--- src/rtl/lc3_mem_pkg.sv ---
// rtl/lc3_mem_pkg.sv - shared types and defaults for the LC-3 SRAM access sequencer
// Purpose: state encoding, default bus widths / wait states, and a width helper.
// Ports: none (package).
package lc3_mem_pkg;

    typedef enum logic [2:0] {
        ST_IDLE,
        ST_RD,
        ST_WR_SETUP,
        ST_WR,
        ST_WR_HOLD,
        ST_TURN
    } mem_state_e;

    localparam int ADDR_W_DEF  = 20;
    localparam int DATA_W_DEF  = 16;
    localparam int RD_WAIT_DEF = 2;
    localparam int WR_WAIT_DEF = 2;
    localparam int TURN_DEF    = 1;

    function automatic int max3(input int a, input int b, input int c);
        int m;
        m = (a > b) ? a : b;
        return (m > c) ? m : c;
    endfunction

endpackage

--- src/rtl/lc3_sram_ctrl_if.sv ---
// rtl/lc3_sram_ctrl_if.sv - request handshake and SRAM pad bundle for lc3_sram_ctrl
// Purpose: groups the control-unit request side and the async SRAM pins.
// Ports (signals): Req_rd, Req_wr, Addr, Wdata (requests in); Ready, Done, Rdata, Req_err
//   (status out); SRAM_ADDR, SRAM_DQ_out, SRAM_DQ_oe, SRAM_*_N (pads out); SRAM_DQ_in (pad in).
// Modports: master = control unit + SRAM side environment, slave = the sequencer.
interface lc3_sram_ctrl_if
    import lc3_mem_pkg::*;
#(
    parameter int ADDR_W = ADDR_W_DEF,
    parameter int DATA_W = DATA_W_DEF
);
    logic              Req_rd;
    logic              Req_wr;
    logic [ADDR_W-1:0] Addr;
    logic [DATA_W-1:0] Wdata;
    logic              Ready;
    logic              Done;
    logic [DATA_W-1:0] Rdata;
    logic              Req_err;
    logic [ADDR_W-1:0] SRAM_ADDR;
    logic [DATA_W-1:0] SRAM_DQ_out;
    logic              SRAM_DQ_oe;
    logic [DATA_W-1:0] SRAM_DQ_in;
    logic              SRAM_CE_N;
    logic              SRAM_OE_N;
    logic              SRAM_WE_N;
    logic              SRAM_UB_N;
    logic              SRAM_LB_N;

    modport master (
        output Req_rd, Req_wr, Addr, Wdata, SRAM_DQ_in,
        input  Ready, Done, Rdata, Req_err,
        input  SRAM_ADDR, SRAM_DQ_out, SRAM_DQ_oe,
        input  SRAM_CE_N, SRAM_OE_N, SRAM_WE_N, SRAM_UB_N, SRAM_LB_N
    );

    modport slave (
        input  Req_rd, Req_wr, Addr, Wdata, SRAM_DQ_in,
        output Ready, Done, Rdata, Req_err,
        output SRAM_ADDR, SRAM_DQ_out, SRAM_DQ_oe,
        output SRAM_CE_N, SRAM_OE_N, SRAM_WE_N, SRAM_UB_N, SRAM_LB_N
    );

endinterface

--- src/rtl/lc3_sram_ctrl.sv ---
// rtl/lc3_sram_ctrl.sv - req/ready sequencer between the LC-3 control unit and an async SRAM
// Purpose: accepts one read or write per handshake, drives CE/OE/WE with parameterised
//   wait states, returns registered read data with a one-cycle Done pulse.
// Ports: Clk (rising-edge clock), Reset_n (async active-low reset),
//   bus (lc3_sram_ctrl_if.slave: request/status signals and SRAM pads).
module lc3_sram_ctrl
    import lc3_mem_pkg::*;
#(
    parameter int ADDR_W  = ADDR_W_DEF,
    parameter int DATA_W  = DATA_W_DEF,
    parameter int RD_WAIT = RD_WAIT_DEF,
    parameter int WR_WAIT = WR_WAIT_DEF,
    parameter int TURN    = TURN_DEF
) (
    input  logic           Clk,
    input  logic           Reset_n,
    lc3_sram_ctrl_if.slave bus
);

    localparam int CNT_MAX = max3(RD_WAIT, WR_WAIT, TURN);
    localparam int CNT_W   = $clog2(CNT_MAX + 1);

    localparam logic [CNT_W-1:0] RD_LOAD   = CNT_W'(RD_WAIT);
    localparam logic [CNT_W-1:0] WR_LOAD   = CNT_W'(WR_WAIT);
    localparam logic [CNT_W-1:0] TURN_LOAD = CNT_W'(TURN);
    localparam logic [CNT_W-1:0] CNT_ONE   = CNT_W'(1);

    mem_state_e        state_q, state_d;
    logic [CNT_W-1:0]  cnt_q, cnt_d;
    logic              done_q, done_d;
    logic              err_q, err_d;
    logic [ADDR_W-1:0] addr_q;
    logic [DATA_W-1:0] wdata_q;
    logic [DATA_W-1:0] rdata_q;
    logic              ce_n_q, ce_n_d;
    logic              oe_n_q, oe_n_d;
    logic              we_n_q, we_n_d;
    logic              dq_oe_q, dq_oe_d;
    logic              accept;
    logic              rd_sample;
    logic              last_wait;

    assign last_wait = (cnt_q == CNT_ONE);

    always_comb begin
        state_d   = state_q;
        cnt_d     = cnt_q;
        accept    = 1'b0;
        rd_sample = 1'b0;
        done_d    = 1'b0;
        case (state_q)
            ST_IDLE: begin
                if (bus.Req_rd || bus.Req_wr) begin
                    accept = 1'b1;
                    // A simultaneous read+write request is resolved as a write.
                    if (bus.Req_wr) begin
                        state_d = ST_WR_SETUP;
                    end else begin
                        state_d = ST_RD;
                        cnt_d   = RD_LOAD;
                    end
                end
            end
            ST_RD: begin
                if (last_wait) begin
                    rd_sample = 1'b1;
                    done_d    = 1'b1;
                    if (TURN == 0) begin
                        state_d = ST_IDLE;
                    end else begin
                        state_d = ST_TURN;
                        cnt_d   = TURN_LOAD;
                    end
                end else begin
                    cnt_d = cnt_q - CNT_ONE;
                end
            end
            ST_WR_SETUP: begin
                state_d = ST_WR;
                cnt_d   = WR_LOAD;
            end
            ST_WR: begin
                if (last_wait) begin
                    state_d = ST_WR_HOLD;
                end else begin
                    cnt_d = cnt_q - CNT_ONE;
                end
            end
            ST_WR_HOLD: begin
                done_d = 1'b1;
                if (TURN == 0) begin
                    state_d = ST_IDLE;
                end else begin
                    state_d = ST_TURN;
                    cnt_d   = TURN_LOAD;
                end
            end
            ST_TURN: begin
                if (last_wait) begin
                    state_d = ST_IDLE;
                end else begin
                    cnt_d = cnt_q - CNT_ONE;
                end
            end
            default: begin
                state_d = ST_IDLE;
            end
        endcase
    end

    // Strobes are decoded from the next state and registered, so the pads change on the same
    // edge as the state and never see a combinational path from the request inputs.
    always_comb begin
        ce_n_d  = 1'b1;
        oe_n_d  = 1'b1;
        we_n_d  = 1'b1;
        dq_oe_d = 1'b0;
        case (state_d)
            ST_RD: begin
                ce_n_d = 1'b0;
                oe_n_d = 1'b0;
            end
            ST_WR_SETUP, ST_WR_HOLD: begin
                ce_n_d  = 1'b0;
                dq_oe_d = 1'b1;
            end
            ST_WR: begin
                ce_n_d  = 1'b0;
                we_n_d  = 1'b0;
                dq_oe_d = 1'b1;
            end
            default: begin
                ce_n_d = 1'b1;
            end
        endcase
        err_d = accept && bus.Req_rd && bus.Req_wr;
    end

    always_ff @(posedge Clk or negedge Reset_n) begin
        if (!Reset_n) begin
            state_q <= ST_IDLE;
            cnt_q   <= '0;
            done_q  <= 1'b0;
            err_q   <= 1'b0;
            addr_q  <= '0;
            wdata_q <= '0;
            rdata_q <= '0;
            ce_n_q  <= 1'b1;
            oe_n_q  <= 1'b1;
            we_n_q  <= 1'b1;
            dq_oe_q <= 1'b0;
        end else begin
            state_q <= state_d;
            cnt_q   <= cnt_d;
            done_q  <= done_d;
            err_q   <= err_d;
            ce_n_q  <= ce_n_d;
            oe_n_q  <= oe_n_d;
            we_n_q  <= we_n_d;
            dq_oe_q <= dq_oe_d;
            if (accept) begin
                addr_q  <= bus.Addr;
                wdata_q <= bus.Wdata;
            end
            if (rd_sample) begin
                rdata_q <= bus.SRAM_DQ_in;
            end
        end
    end

    assign bus.Ready       = (state_q == ST_IDLE);
    assign bus.Done        = done_q;
    assign bus.Req_err     = err_q;
    assign bus.Rdata       = rdata_q;
    assign bus.SRAM_ADDR   = addr_q;
    assign bus.SRAM_DQ_out = wdata_q;
    assign bus.SRAM_DQ_oe  = dq_oe_q;
    assign bus.SRAM_CE_N   = ce_n_q;
    assign bus.SRAM_OE_N   = oe_n_q;
    assign bus.SRAM_WE_N   = we_n_q;
    // Always 16-bit accesses: byte lanes follow chip enable.
    assign bus.SRAM_UB_N   = ce_n_q;
    assign bus.SRAM_LB_N   = ce_n_q;

endmodule

--- src/flat_wrapper.sv ---
// flat-port wrapper written by rule: the top's interface ports become plain ports
module lc3_sram_ctrl_flat import lc3_mem_pkg::*;
#(
    parameter int ADDR_W  = ADDR_W_DEF,
    parameter int DATA_W  = DATA_W_DEF,
    parameter int RD_WAIT = RD_WAIT_DEF,
    parameter int WR_WAIT = WR_WAIT_DEF,
    parameter int TURN    = TURN_DEF
)
  (Clk, Reset_n, bus_Req_rd, bus_Req_wr, bus_Addr, bus_Wdata, bus_SRAM_DQ_in, bus_Ready, bus_Done, bus_Rdata, bus_Req_err, bus_SRAM_ADDR, bus_SRAM_DQ_out, bus_SRAM_DQ_oe, bus_SRAM_CE_N, bus_SRAM_OE_N, bus_SRAM_WE_N, bus_SRAM_UB_N, bus_SRAM_LB_N);
  lc3_sram_ctrl_if #(.ADDR_W(ADDR_W), .DATA_W(DATA_W)) bus_i ();
  input  logic Clk;
  input  logic Reset_n;
  input wire logic [$bits(bus_i.Req_rd)-1:0] bus_Req_rd;
  input wire logic [$bits(bus_i.Req_wr)-1:0] bus_Req_wr;
  input wire logic [$bits(bus_i.Addr)-1:0] bus_Addr;
  input wire logic [$bits(bus_i.Wdata)-1:0] bus_Wdata;
  input wire logic [$bits(bus_i.SRAM_DQ_in)-1:0] bus_SRAM_DQ_in;
  output wire logic [$bits(bus_i.Ready)-1:0] bus_Ready;
  output wire logic [$bits(bus_i.Done)-1:0] bus_Done;
  output wire logic [$bits(bus_i.Rdata)-1:0] bus_Rdata;
  output wire logic [$bits(bus_i.Req_err)-1:0] bus_Req_err;
  output wire logic [$bits(bus_i.SRAM_ADDR)-1:0] bus_SRAM_ADDR;
  output wire logic [$bits(bus_i.SRAM_DQ_out)-1:0] bus_SRAM_DQ_out;
  output wire logic [$bits(bus_i.SRAM_DQ_oe)-1:0] bus_SRAM_DQ_oe;
  output wire logic [$bits(bus_i.SRAM_CE_N)-1:0] bus_SRAM_CE_N;
  output wire logic [$bits(bus_i.SRAM_OE_N)-1:0] bus_SRAM_OE_N;
  output wire logic [$bits(bus_i.SRAM_WE_N)-1:0] bus_SRAM_WE_N;
  output wire logic [$bits(bus_i.SRAM_UB_N)-1:0] bus_SRAM_UB_N;
  output wire logic [$bits(bus_i.SRAM_LB_N)-1:0] bus_SRAM_LB_N;
  assign bus_i.Req_rd = bus_Req_rd;
  assign bus_i.Req_wr = bus_Req_wr;
  assign bus_i.Addr = bus_Addr;
  assign bus_i.Wdata = bus_Wdata;
  assign bus_i.SRAM_DQ_in = bus_SRAM_DQ_in;
  assign bus_Ready = bus_i.Ready;
  assign bus_Done = bus_i.Done;
  assign bus_Rdata = bus_i.Rdata;
  assign bus_Req_err = bus_i.Req_err;
  assign bus_SRAM_ADDR = bus_i.SRAM_ADDR;
  assign bus_SRAM_DQ_out = bus_i.SRAM_DQ_out;
  assign bus_SRAM_DQ_oe = bus_i.SRAM_DQ_oe;
  assign bus_SRAM_CE_N = bus_i.SRAM_CE_N;
  assign bus_SRAM_OE_N = bus_i.SRAM_OE_N;
  assign bus_SRAM_WE_N = bus_i.SRAM_WE_N;
  assign bus_SRAM_UB_N = bus_i.SRAM_UB_N;
  assign bus_SRAM_LB_N = bus_i.SRAM_LB_N;
  lc3_sram_ctrl #(.ADDR_W(ADDR_W), .DATA_W(DATA_W), .RD_WAIT(RD_WAIT), .WR_WAIT(WR_WAIT), .TURN(TURN)) u_core (.Clk(Clk), .Reset_n(Reset_n), .bus(bus_i));
endmodule
--- config.mk ---
export PLATFORM = sky130hd
export DESIGN_NAME = lc3_sram_ctrl_flat
export DESIGN_NICKNAME = d
export VERILOG_FILES = /design/src/rtl/lc3_mem_pkg.sv /design/src/rtl/lc3_sram_ctrl_if.sv /design/src/rtl/lc3_sram_ctrl.sv /design/src/flat_wrapper.sv
export SDC_FILE = /design/constraint.sdc
export NUM_CORES = 1
export LEC_CHECK = 0
export ABC_CLOCK_PERIOD_IN_PS = 1800
export BUFFER_PORTS_ARGS = -buffer_cell sky130_fd_sc_hd__buf_4
export CAP_MARGIN = 40
export CORE_UTILIZATION = 40
export DETAILED_ROUTE_END_ITERATION = 12
export PLACE_DENSITY_LB_ADDON = 0.15
export SYNTH_ARGS = -nofsm -noshare
export SYNTH_HDL_FRONTEND = slang
export SYNTH_SLANG_ARGS = --single-unit
--- constraint.sdc ---
create_clock -name Clk -period 1.8 [get_ports Clk]
set_input_delay 0.09 -clock Clk [delete_from_list [all_inputs] [get_ports Clk]]
set_output_delay 0.09 -clock Clk [all_outputs]
set_load 0.005 [all_outputs]
==> run_summary.xml <==
<?xml version="1.0" encoding="UTF-8"?>
<metrics>
  <group name="logic_synthesis">
    <metric name="synth.cells.most_frequent" unit="">60 x sky130_fd_sc_hd__dfrtp_1, 30 x sky130_fd_sc_hd__mux2_4, 23 x sky130_fd_sc_hd__mux2_2</metric>
    <metric name="top_cell_type_s_share_of_synthesized_area" unit="">0.556</metric>
    <metric name="postSynth.asyncResetShare" unit="">1.00</metric>
    <metric name="ys_top_cells_by_area" unit="">sky130_fd_sc_hd__dfrtp_1 56%, sky130_fd_sc_hd__mux2_4 17%, sky130_fd_sc_hd__mux2_2 9.6%</metric>
    <metric name="synth.most_common_cell" unit="">sky130_fd_sc_hd__dfrtp_1</metric>
    <metric name="ys_warn_count" unit="">0</metric>
    <metric name="synth_edf_count" unit="">0</metric>
    <metric name="postSynthRegisterBits" unit="">63</metric>
    <metric name="netlist-cell-type-count" unit="">32</metric>
    <metric name="seq_area_frac_synth" unit="">0.586</metric>
    <metric name="synth.largest_area_cell" unit="">sky130_fd_sc_hd__dfrtp_1</metric>
    <metric name="synth_fp_nets" unit="">227</metric>
    <metric name="post_synth_inst_count" unit="">169</metric>
    <metric name="syn_area_per_cell" unit="µm²">16.0</metric>
    <metric name="synth_area" unit="µm²">2700</metric>
    <metric name="synth_ff_type" unit="">sky130_fd_sc_hd__dfrtp_1</metric>
  </group>
  <group name="global_routing">
    <metric name="grt_max_degree" unit="">64</metric>
    <metric name="grt_first_pass_wirelength" unit="µm">10400</metric>
    <metric name="globalRouteOverflowTotal" unit="">0</metric>
    <metric name="grt_antenna_before_repair" unit="">0</metric>
    <metric name="grtUsageTotal" unit="">0.195</metric>
    <metric name="grt_pass1_vias" unit="">2051</metric>
  </group>
  <group name="run_status">
    <metric name="outcome" unit="">complete, but fails checks</metric>
    <metric name="failed_checks" unit="">design-rule violations</metric>
  </group>
  <group name="cts">
    <metric name="clk_path_buf_depth" unit="">2</metric>
    <metric name="worst_skew_pair.late_latency" unit="ns">0.34</metric>
    <metric name="tritoncts.num_buffers" unit="">9</metric>
    <metric name="cts_num_sinks" unit="">63</metric>
    <metric name="clk_pin_slew_worst_paths" unit="ns">0.07</metric>
    <metric name="root_buffer" unit="">sky130_fd_sc_hd__clkbuf_8</metric>
    <metric name="tritoncts" unit="">built</metric>
    <metric name="cts_setup_buffers" unit="">0</metric>
    <metric name="cts-htree-levels" unit="">3</metric>
  </group>
  <group name="timing">
    <metric name="finalHoldViolCount" unit="">0</metric>
    <metric name="slew_viol_final" unit="">0</metric>
    <metric name="hold-worst-slack" unit="ns">0.0328</metric>
    <metric name="fin_clk_skew" unit="ns">0.00277</metric>
    <metric name="timing.final.crit_period" unit="ns">1.59</metric>
    <metric name="report.final.setup_viol" unit="">0</metric>
    <metric name="tightest_slew" unit="ns">0.773</metric>
    <metric name="fin_tns_setup" unit="ns">0</metric>
    <metric name="rsz0062_at_grt" unit="">false</metric>
    <metric name="peak_freq" unit="MHz">631</metric>
    <metric name="final.period_utilization" unit="">0.881</metric>
    <metric name="setup_slack" unit="ns">0.214</metric>
    <metric name="slew_headroom" unit="">0.485</metric>
  </group>
  <group name="floorplanning">
    <metric name="core_area" unit="µm²">6420</metric>
    <metric name="horizontal_die_dimension" unit="µm">84.1</metric>
    <metric name="design.die.area" unit="µm²">7080</metric>
    <metric name="io_pins" unit="">117</metric>
    <metric name="floorplan.die.height" unit="µm">84.1</metric>
    <metric name="rows" unit="">29</metric>
    <metric name="initial_utilization" unit="">0.420</metric>
  </group>
  <group name="min_path">
    <metric name="hp-class" unit="">in -&gt; reg</metric>
    <metric name="hold_depth" unit="">2</metric>
  </group>
  <group name="setup_path">
    <metric name="timing.reg2reg.setup_slack" unit="ns">0.21</metric>
    <metric name="worst_ep_arrival_time" unit="ns">1.81</metric>
    <metric name="path_delay_family" unit="">flip-flops</metric>
    <metric name="critical_path_buf_inv_count" unit="">2</metric>
    <metric name="path_max_fanout" unit="">16</metric>
    <metric name="worstSetupPathDepth" unit="">6</metric>
    <metric name="cp-start-kind" unit="">register</metric>
    <metric name="cp_slowest_cell" unit="">sky130_fd_sc_hd__dfrtp_1</metric>
    <metric name="timing.critical_path.slowest_cell_delay" unit="ns">0.40</metric>
    <metric name="reg2regPathDepth" unit="">6</metric>
    <metric name="crit_type" unit="">reg -&gt; reg</metric>
    <metric name="sequence_of_cells_on_the_critical_path" unit="">inv_1 -&gt; ha_1 -&gt; nand2_4 -&gt; nor3_4 -&gt; buf_12 -&gt; mux2_2</metric>
    <metric name="required" unit="ns">2.02</metric>
    <metric name="crit_path_end_kind" unit="">register</metric>
  </group>
  <group name="detailed_routing">
    <metric name="first_iteration_detailed_routing_drc_count" unit="">91</metric>
    <metric name="ant_nets" unit="">0</metric>
    <metric name="drt-vias-per-instance" unit="">4.62</metric>
    <metric name="vias" unit="">1972</metric>
    <metric name="drtPass1Iterations" unit="">8</metric>
    <metric name="wl_met3" unit="µm">379</metric>
    <metric name="dr_wl_met2" unit="µm">3270</metric>
    <metric name="route.detailed.wl_per_inst" unit="µm">15.3</metric>
    <metric name="met1_length" unit="µm">2770</metric>
    <metric name="highest_layer" unit="">met4</metric>
    <metric name="remaining_drc_errors" unit="">24</metric>
    <metric name="routed_wl" unit="µm">6530</metric>
  </group>
  <group name="finish">
    <metric name="fraction_of_final_layout_cells_with_drive_strength_greater_than_1" unit="">0.569</metric>
    <metric name="number_of_filler_instances_in_the_final_layout" unit="">446</metric>
    <metric name="antenna_cells_inserted" unit="">0</metric>
    <metric name="syn_to_final_growth" unit="%">61.4</metric>
    <metric name="postLayoutCoreUtil" unit="">0.678</metric>
    <metric name="finalNetCount" unit="">403</metric>
  </group>
  <group name="run">
    <metric name="max-cap-violations" unit="">0</metric>
  </group>
  <group name="power_and_ir_drop">
    <metric name="power.ir.vdd_worst" unit="V">0.000887</metric>
    <metric name="total_power" unit="W">0.00704</metric>
    <metric name="power_density" unit="nW/µm²">1620</metric>
    <metric name="power.leakage" unit="nW">2.09</metric>
  </group>
  <group name="place">
    <metric name="routabilityCongestion" unit="">0.728</metric>
    <metric name="placement.io_buffers" unit="">116</metric>
    <metric name="dpl.hpwl" unit="µm">3960</metric>
    <metric name="placement.setup.worst_slack" unit="ns">0.210</metric>
  </group>
</metrics>
-- cell usage in the layout (no fill, tap or decap), types with 3 or more instances in the layout --
master / instances
sky130_fd_sc_hd__buf_4: 121
sky130_fd_sc_hd__dfrtp_1: 60
sky130_fd_sc_hd__dlygate4sd3_1: 53
sky130_fd_sc_hd__mux2_4: 30
sky130_fd_sc_hd__mux2_2: 23
sky130_fd_sc_hd__clkbuf_8: 10
sky130_fd_sc_hd__o21ai_0: 5
sky130_fd_sc_hd__a21oi_1: 4
sky130_fd_sc_hd__inv_1: 4
sky130_fd_sc_hd__nor2_1: 3
sky130_fd_sc_hd__clkinv_2: 3
sky130_fd_sc_hd__dfstp_2: 3
-- what timing repair did --
action,4_1_cts,5_1_grt
endpoints found under the hold margin,112,0
gates resized for setup,0,0
hold buffers,53,0
-- power by group --
part / leakage, nW / internal (W) / switching (W) / total, W
logic: 1.24 / 0.00211 / 0.00116 / 0.00328
clock network: 0.0981 / 0.000669 / 0.000542 / 0.00121
registers: 0.749 / 0.00215 / 0.000397 / 0.00255
total: 2.09 / 0.00494 / 0.00210 / 0.00704
-- sequential cells by signal, indices dropped and copies added (netlist names) --
name                    count
u_core.bus.SRAM_CE_N        1
u_core.state_q              3
u_core.bus.SRAM_DQ_out     16
u_core.bus.Done             1
u_core.bus.Req_err          1
u_core.bus.SRAM_DQ_oe       1
u_core.bus.Rdata           16
u_core.bus.SRAM_OE_N        1
u_core.bus.SRAM_ADDR       20
u_core.cnt_q                2
u_core.bus.SRAM_WE_N        1
-- cells by family (layout without fill, tap and decap cells) --
kind of cell | count (synthesis) | after routing | share of synthesized area
AOI/OAI and AO/OA | 17 | 17 | 0.0413
adders and majority gates | 2 | 2 | 0.00927
buffers and inverters | 15 | 196 | 0.0491
DFF | 63 | 63 | 0.586
muxes | 55 | 55 | 0.270
and+or+nand+nor | 17 | 17 | 0.0445
-- worst register-to-register path, cell delays in order (launching register included) --
cell and delay [ns]:
sky130_fd_sc_hd__dfrtp_1 0.40, sky130_fd_sc_hd__inv_1 0.09, sky130_fd_sc_hd__ha_1 0.23, sky130_fd_sc_hd__nand2_4 0.09
sky130_fd_sc_hd__nor3_4 0.15, sky130_fd_sc_hd__buf_12 0.17, sky130_fd_sc_hd__mux2_2 0.35
-- final timing paths --
path / end / from
hold reg to reg: u_core.bus.Rdata[5] / u_core.bus.Rdata[5]
hold / removal: u_core.bus.Req_err / bus_Req_rd
max in group asynchronous: u_core.bus.SRAM_ADDR[17] / Reset_n
setup reg to reg: u_core.bus.Rdata[15] / u_core.cnt_q[1]
min in group asynchronous: u_core.bus.SRAM_ADDR[4] / Reset_n
setup / recovery: u_core.bus.Rdata[15] / u_core.cnt_q[1]
-- stage by stage --
| step | instances | cell area, µm² |
|---|---|---|
| floorplan | 169 | 2700 |
| global placement | 358 | 3630 |
| detailed placement | 358 | 3630 |
| CTS | 427 | 4360 |
| global route | 427 | 4360 |
| finish | 427 | 4360 |
-- metal layers --
| metal | vias to the layer above | GRT usage |
|---|---|---|
| met5 | - | 0 |
| met4 | 0 | 0.0815 |
| met3 | 9 | 0.0600 |
| met2 | 64 | 0.318 |
| met1 | 952 | 0.241 |
| li1 | 947 | - |
-- layout make-up --
cell class              count  area [µm²]  share of cell area
clock buffers              10         138              0.0316
well taps                  77        96.3              0.0221
inverters                   4        15.0             0.00345
flip-flops and latches     63        1580               0.363
multi-input cells          91         987               0.227
repair buffers            176        1480               0.340
clock inverters             6        60.1              0.0138
(Power assumes the default switching activity.)
